### src/rtl/mem_lsu_hs.sv
// MEM-stage load/store unit with a req/ack data-bus handshake, alignment checks and LL/SC link bit.
// Optional bus watchdog compiled in with `define MEM_LSU_TIMEOUT_EN.
module mem_lsu_hs #(
  parameter int ADDR_W      = 32,
  parameter int TIMEOUT_CYC = 255
) (
  input  logic              clk,
  input  logic              rst,
  input  logic              valid_i,
  input  logic [3:0]        op_i,
  input  logic [31:0]       addr_i,
  input  logic [31:0]       wdata_i,
  input  logic              flush_i,
  output logic              bus_req_o,
  output logic              bus_we_o,
  output logic [ADDR_W-1:0] bus_addr_o,
  output logic [3:0]        bus_sel_o,
  output logic [31:0]       bus_wdata_o,
  input  logic              bus_ack_i,
  input  logic [31:0]       bus_rdata_i,
  input  logic              bus_err_i,
  output logic              stall_o,
  output logic              done_o,
  output logic [31:0]       result_o,
  output logic [1:0]        exc_o,
  output logic              llbit_o,
  output logic [1:0]        state_o
);

  // Bus handshake: while bus_req_o is high, bus_we_o/addr/sel/wdata hold steady; the access
  // completes in the cycle bus_ack_i is high (rdata valid then), and bus_err_i only counts with ack.

  localparam logic [3:0] OP_LB  = 4'd0;
  localparam logic [3:0] OP_LBU = 4'd1;
  localparam logic [3:0] OP_LH  = 4'd2;
  localparam logic [3:0] OP_LHU = 4'd3;
  localparam logic [3:0] OP_LW  = 4'd4;
  localparam logic [3:0] OP_SB  = 4'd5;
  localparam logic [3:0] OP_SH  = 4'd6;
  localparam logic [3:0] OP_SW  = 4'd7;
  localparam logic [3:0] OP_LL  = 4'd8;
  localparam logic [3:0] OP_SC  = 4'd9;

  localparam logic [1:0] EXC_NONE = 2'd0;
  localparam logic [1:0] EXC_ADEL = 2'd1;
  localparam logic [1:0] EXC_ADES = 2'd2;
  localparam logic [1:0] EXC_BUS  = 2'd3;

  typedef enum logic [1:0] {
    IDLE  = 2'd0,
    REQ   = 2'd1,
    RESP  = 2'd2,
    DRAIN = 2'd3
  } state_t;

  state_t state_q, state_d;

  logic [3:0]  op_q;
  logic [1:0]  off_q;
  logic        llbit_q;
  logic        timeout;

  logic        accept, is_byte, is_half, is_word, is_store, misaligned, sc_fail;
  logic [3:0]  sel_d;
  logic [31:0] wdata_d;

  always_comb begin
    accept     = valid_i && !flush_i && (op_i <= OP_SC);
    is_byte    = (op_i == OP_LB) || (op_i == OP_LBU) || (op_i == OP_SB);
    is_half    = (op_i == OP_LH) || (op_i == OP_LHU) || (op_i == OP_SH);
    is_word    = (op_i == OP_LW) || (op_i == OP_SW) || (op_i == OP_LL) || (op_i == OP_SC);
    is_store   = (op_i == OP_SB) || (op_i == OP_SH) || (op_i == OP_SW) || (op_i == OP_SC);
    misaligned = (is_half && addr_i[0]) || (is_word && (addr_i[1:0] != 2'b00));
    sc_fail    = (op_i == OP_SC) && !llbit_q;
    sel_d      = 4'b1111;
    wdata_d    = wdata_i;
    if (is_byte) begin
      sel_d   = 4'b1000 >> addr_i[1:0];
      wdata_d = {4{wdata_i[7:0]}};
    end else if (is_half) begin
      sel_d   = addr_i[1] ? 4'b0011 : 4'b1100;
      wdata_d = {2{wdata_i[15:0]}};
    end
  end

  // Big-endian lane extraction: byte offset 0 lives in rdata[31:24].
  function automatic logic [31:0] load_extract(input logic [3:0] op, input logic [1:0] off,
                                               input logic [31:0] rd);
    logic [7:0]  b;
    logic [15:0] h;
    logic [31:0] r;
    case (off)
      2'd0:    b = rd[31:24];
      2'd1:    b = rd[23:16];
      2'd2:    b = rd[15:8];
      default: b = rd[7:0];
    endcase
    h = off[1] ? rd[15:0] : rd[31:16];
    case (op)
      OP_LB:        r = {{24{b[7]}}, b};
      OP_LBU:       r = {24'd0, b};
      OP_LH:        r = {{16{h[15]}}, h};
      OP_LHU:       r = {16'd0, h};
      OP_LW, OP_LL: r = rd;
      OP_SC:        r = 32'd1;
      default:      r = 32'd0;
    endcase
    return r;
  endfunction

  always_ff @(posedge clk or negedge rst) begin
    if (!rst) state_q <= IDLE;
    else      state_q <= state_d;
  end

  always_comb begin
    state_d = state_q;
    case (state_q)
      IDLE: begin
        if (accept) state_d = (misaligned || sc_fail) ? RESP : REQ;
      end
      REQ: begin
        if (flush_i)        state_d = bus_ack_i ? IDLE : DRAIN;
        else if (bus_ack_i) state_d = RESP;
        else if (timeout)   state_d = RESP;
      end
      RESP:    state_d = IDLE;
      DRAIN: begin
        if (bus_ack_i || timeout) state_d = IDLE;
      end
      default: state_d = IDLE;
    endcase
  end

  always_comb begin
    bus_req_o = (state_q == REQ) || (state_q == DRAIN);
    done_o    = (state_q == RESP) && !flush_i;
    stall_o   = ((state_q == IDLE) && accept) || (state_q == REQ) || (state_q == DRAIN);
    state_o   = state_q;
  end

`ifdef MEM_LSU_TIMEOUT_EN
  logic [15:0] to_cnt;
  always_ff @(posedge clk or negedge rst) begin
    if (!rst)
      to_cnt <= '0;
    else if ((state_d != state_q) && ((state_d == REQ) || (state_d == DRAIN)))
      to_cnt <= '0;
    else if (((state_q == REQ) || (state_q == DRAIN)) && !bus_ack_i)
      to_cnt <= to_cnt + 16'd1;
  end
  assign timeout = ((state_q == REQ) || (state_q == DRAIN)) && !bus_ack_i &&
                   (to_cnt == 16'(TIMEOUT_CYC - 1));
`else
  logic [15:0] timeout_cfg_unused;
  assign timeout_cfg_unused = 16'(TIMEOUT_CYC);
  assign timeout            = 1'b0;
`endif

  always_ff @(posedge clk or negedge rst) begin
    if (!rst) begin
      op_q        <= '0;
      off_q       <= '0;
      bus_we_o    <= 1'b0;
      bus_addr_o  <= '0;
      bus_sel_o   <= '0;
      bus_wdata_o <= '0;
      result_o    <= '0;
      exc_o       <= EXC_NONE;
    end else begin
      case (state_q)
        IDLE: begin
          if (accept) begin
            op_q     <= op_i;
            off_q    <= addr_i[1:0];
            result_o <= '0;
            exc_o    <= misaligned ? (is_store ? EXC_ADES : EXC_ADEL) : EXC_NONE;
            if (!misaligned && !sc_fail) begin
              bus_we_o    <= is_store;
              bus_addr_o  <= {addr_i[ADDR_W-1:2], 2'b00};
              bus_sel_o   <= sel_d;
              bus_wdata_o <= wdata_d;
            end
          end
        end
        REQ: begin
          if (!flush_i && bus_ack_i) begin
            result_o <= bus_err_i ? 32'd0 : load_extract(op_q, off_q, bus_rdata_i);
            exc_o    <= bus_err_i ? EXC_BUS : EXC_NONE;
          end else if (!flush_i && timeout) begin
            result_o <= '0;
            exc_o    <= EXC_BUS;
          end
        end
        default: ;
      endcase
    end
  end

  // Flush wins over a completing LL/SC in the same cycle; bus errors leave the link untouched.
  always_ff @(posedge clk or negedge rst) begin
    if (!rst)
      llbit_q <= 1'b0;
    else if (flush_i)
      llbit_q <= 1'b0;
    else if ((state_q == REQ) && bus_ack_i && !bus_err_i) begin
      if (op_q == OP_LL)      llbit_q <= 1'b1;
      else if (op_q == OP_SC) llbit_q <= 1'b0;
    end
  end

  assign llbit_o = llbit_q;

endmodule

### config.mk
export PLATFORM = sky130hd
export DESIGN_NAME = mem_lsu_hs
export DESIGN_NICKNAME = d
export VERILOG_FILES = /design/src/rtl/mem_lsu_hs.sv
export SDC_FILE = /design/constraint.sdc
export NUM_CORES = 1
export LEC_CHECK = 0
export CELL_PAD_IN_SITES_DETAIL_PLACEMENT = 0
export CELL_PAD_IN_SITES_GLOBAL_PLACEMENT = 1
export CORE_ASPECT_RATIO = 0.75
export CORE_UTILIZATION = 30
export DETAILED_ROUTE_END_ITERATION = 8
export MAX_ROUTING_LAYER = met4
export PLACE_DENSITY = 0.77
export SLEW_MARGIN = 20
export SYNTH_ARGS = -nofsm -noshare
export SYNTH_HDL_FRONTEND = slang
export SYNTH_SLANG_ARGS = --single-unit
export TNS_END_PERCENT = 50
### constraint.sdc
create_clock -name clk -period 2.1 [get_ports clk]
set_input_delay 0.42 -clock clk [delete_from_list [all_inputs] [get_ports clk]]
set_output_delay 0.42 -clock clk [all_outputs]
set_load 0.03 [all_outputs]
==> reports/qor.txt, run 1 <==
Status: finished clean
DPL Wire Length: 14100 µm
Period utilisation layout: 0.987
FFs w/ async S/R, synth: 1.00
Min cycle time layout: 2.07 ns
Routability cong.: 0.919
Largest cells by area after synthesis: dfrtp_1 49%, mux2_2 11%, mux2i_1 4.5%
Placement row count: 42
Final cell count without fillers: 1008
Flops & latches, synth: 110
CTS Buffer Depth: 2
Cell taking the most area after synthesis: dfrtp_1
Placed insts: 988
Nets: 866
Mapped Cells: 502
Hold crit path type: input port to asynchronous set/reset pin
# IOs: 215
RSZ-0062 raised after global routing: yes
CTS clk-pin slew, worst paths: 0.08 ns
Flop pwr share: 0.334
Vias: 4961
ANT nets after route: 0
CTS Root Cell: clkbuf_16
Logic gate share of total power: 0.466
Count of buffers from port buffering: 212
Initial antenna violation count: 1
Pwr per Cell Area: 1030 nW/µm²
Slew @ Worst Pin: 0.523 ns
Data required time of the worst path: 2.34 ns
Starting density of the core: 0.311
Synth Cell Area: 5570 µm²
Clk network pwr share: 0.200
Slew headroom: 0.651
Peak supply drop: 0.468 mV
CP peak stage delay: 0.44 ns
Chip width: 159 µm
GRT Util Overall: 0.197
Worst-Skew Late Latency: 0.35 ns
Crit Path Class: input port to register
Worst Skew: 0.00948 ns
Maximum fanout along the worst path: 17
Total gr overflow: 0
Final Worst Setup Slack: 0.0269 ns
Post-synth EDFFs: 0
Share of the synthesized area in the top cell type: 0.494
Clock tree sinks: 110
Remaining DRCs: 0
Max_cap viols: 0
DRT Pass-1 Iters: 4
Switching power: 3.48 mW
Area Overhead vs Synth: 57.6%
Switching share of power: 0.386
Drt wl/cell: 17.8 µm
Critical path data arrival time: 2.31 ns
Final wirelength: 18000 µm
First-pass GRT wire length: 28700 µm
Fill cells: 1606
Final hold viol count: 0
Achievable Freq: 0.482 GHz
Die Span Y: 120 µm
Sequential share of the synthesized area: 0.494
Initial drt markers: 281
Die area: 19100 µm²
Share of layout cells above drive strength 1: 0.229
Unique masters post-synth: 56
Slew Viols, Final: 0
Depth of the CTS H-tree: 3
Leak: 3.75 nW
P_int: 5.53 mW
Number of warnings issued by yosys: 0
Post-Place Setup Slack: -0.507 ns
Worst path cell trace: clkdlybuf4s50_1, or2_0, a32o_2, a211oi_4, buf_6, buf_12, mux2_2
Largest net degree at the start of global routing: 48
R2R cell count: 6
Crit start category: input port
Worst Setup End Kind: register
Number of global-route vias before repair: 5128
Top_reg_cell synth: dfrtp_1
CTS tree: done
Core ar.: 17900 µm²
Crit path max-delay cell type: clkdlybuf4s50_1
Vias per cell: 4.92
Final setup fails: 0
Mean Syn Cell Area: 11.1 µm²
Cts bufs inserted: 9
-- critical path: cells and delay by family --
kind            cells  cell delay (ns)
buf+inv             3             0.80
compound gates      2             0.50
mux                 1             0.35
simple gates        1             0.23
-- per-stage QoR --
stage                util  area, µm²  hold WS (ns)  TNS (ns)  power (mW)
finish              0.490       8780        0.0258         0        9.00
global route        0.490       8780        0.0717   -0.0904        9.46
CTS                 0.488       8750        0.0438         0        9.08
detailed placement  0.469       8400         0.430    -34.55        7.24
global placement    0.469       8400         0.419    -32.45        7.16
floorplan               -       5590         0.124         0        5.34
-- Yosys cell counts, types with 3 or more instances --
cell type,instances
dfrtp_1,110
mux2_2,52
nand2_1,46
a21oi_1,33
o21ai_0,30
mux2i_1,25
nor2_1,17
a21boi_0,14
clkbuf_1,13
a21o_1,10
a21oi_2,10
inv_1,10
nor2_2,10
a22oi_1,9
buf_2,9
o211ai_1,8
o221ai_1,8
a211o_1,7
mux2_1,7
a32o_1,6
buf_6,6
o21ai_1,6
buf_4,5
nand2b_1,5
nor2b_1,4
nand3_1,3
-- power by group through the flow --
stage               Sequential (mW)  Combinational, mW  Clock (mW)
detailed placement             3.06               4.18           0
finish                         3.01               4.20        1.80
global placement               3.04               4.12           0
global route                   3.08               4.44        1.94
CTS                            3.02               4.21        1.85
floorplan                      4.03               1.32           0
-- timing repair --
action                                  CTS  global route
cloned                                    1             0
buffers inserted                          1             1
hold buffers                              0             0
endpoints found under the setup margin   62            48
pin swaps                                 1             2
resized for setup                         6             5
hold endpoints to repair                  0             0
-- cell usage in the layout (no fill, tap or decap), types with 2 or more instances in the layout --
cell type        count
dlygate4sd2_1        2
o21ai_0             29
nor2_1              17
nor3_2               2
inv_6                2
mux2_1               7
nor2b_1              4
or3_1                2
buf_6                3
dfrtp_2              2
buf_4               60
nand3_1              3
a22oi_1              9
a21boi_0            14
o31a_1               2
nor3b_1              2
a211o_1              7
o221ai_1             8
a21o_1              10
a21oi_2             10
conb_1               2
nand2b_1             5
dfrtp_1            108
o21ai_1              7
nor3_1               2
dlymetal6s2s_1       2
nand2_1             45
clkbuf_16            9
o211ai_1             8
a2bb2oi_1            2
buf_12               9
clkdlybuf4s50_1    205
nor2_2              10
mux2i_1             25
a21oi_1             33
mux2_2              52
a32o_1               6
mux4_2               2
inv_1               10
-- registers in the layout (all words and copies together) (netlist names) --
name	cells
bus_we_o	1
op_q	4
state_o	2
bus_wdata_o	32
bus_sel_o	4
result_o	32
off_q	2
bus_addr_o	30
exc_o	2
llbit_o	1
-- cell type report --
class,count,area (µm²),area share
Antenna cell,1,2.50,0.000285
Multi-Input combinational cell,347,2580,0.294
Clock buffer,9,225,0.0256
Clock inverter,7,88.8,0.0101
Tap cell,242,303,0.0345
Inverter,10,37.5,0.00427
Sequential cell,110,2760,0.314
Timing Repair Buffer,282,2790,0.317
-- per-layer routing --
| metal | GRT usage | wire length (µm) |
|---|---|---|
| met5 | - | 0 |
| met4 | 0.0607 | 368 |
| met3 | 0.0415 | 986 |
| met2 | 0.294 | 8100 |
| met1 | 0.269 | 8500 |
-- path summary, 6_finish.rpt --
path                                       end  slack [ns]         start
worst min-delay path               result_o[4]        0.03           rst
worst max-delay path            bus_addr_o[25]        0.03     addr_i[0]
worst max register to register  bus_addr_o[25]        0.11    state_o[0]
worst min register to register    result_o[25]        0.48  result_o[25]
max in group asynchronous           state_o[0]        1.35           rst
min in group clk                       llbit_o        0.45       flush_i
-- cell families (layout without fill, tap and decap cells) --
| group | Yosys count | count (layout) | share of synthesized area |
|---|---|---|---|
| other | 1 | 3 | 0.000673 |
| DFF | 110 | 110 | 0.494 |
| AOI/OAI and AO/OA | 155 | 155 | 0.192 |
| muxes | 86 | 86 | 0.172 |
| and+or+nand+nor | 103 | 103 | 0.0932 |
| xor gates and xnor gates | 1 | 1 | 0.00157 |
| buffers and inverters | 46 | 308 | 0.0465 |
Power figures use the tool's default switching activity.
==> inputs of run 2 (changes only) <==
Settings changed: CAP_MARGIN from default to 20, CTS_CLUSTER_DIAMETER from default to 100.
==> results of run 2 <==
No change in the layout: final DEF, timing and power equal those of run 1.
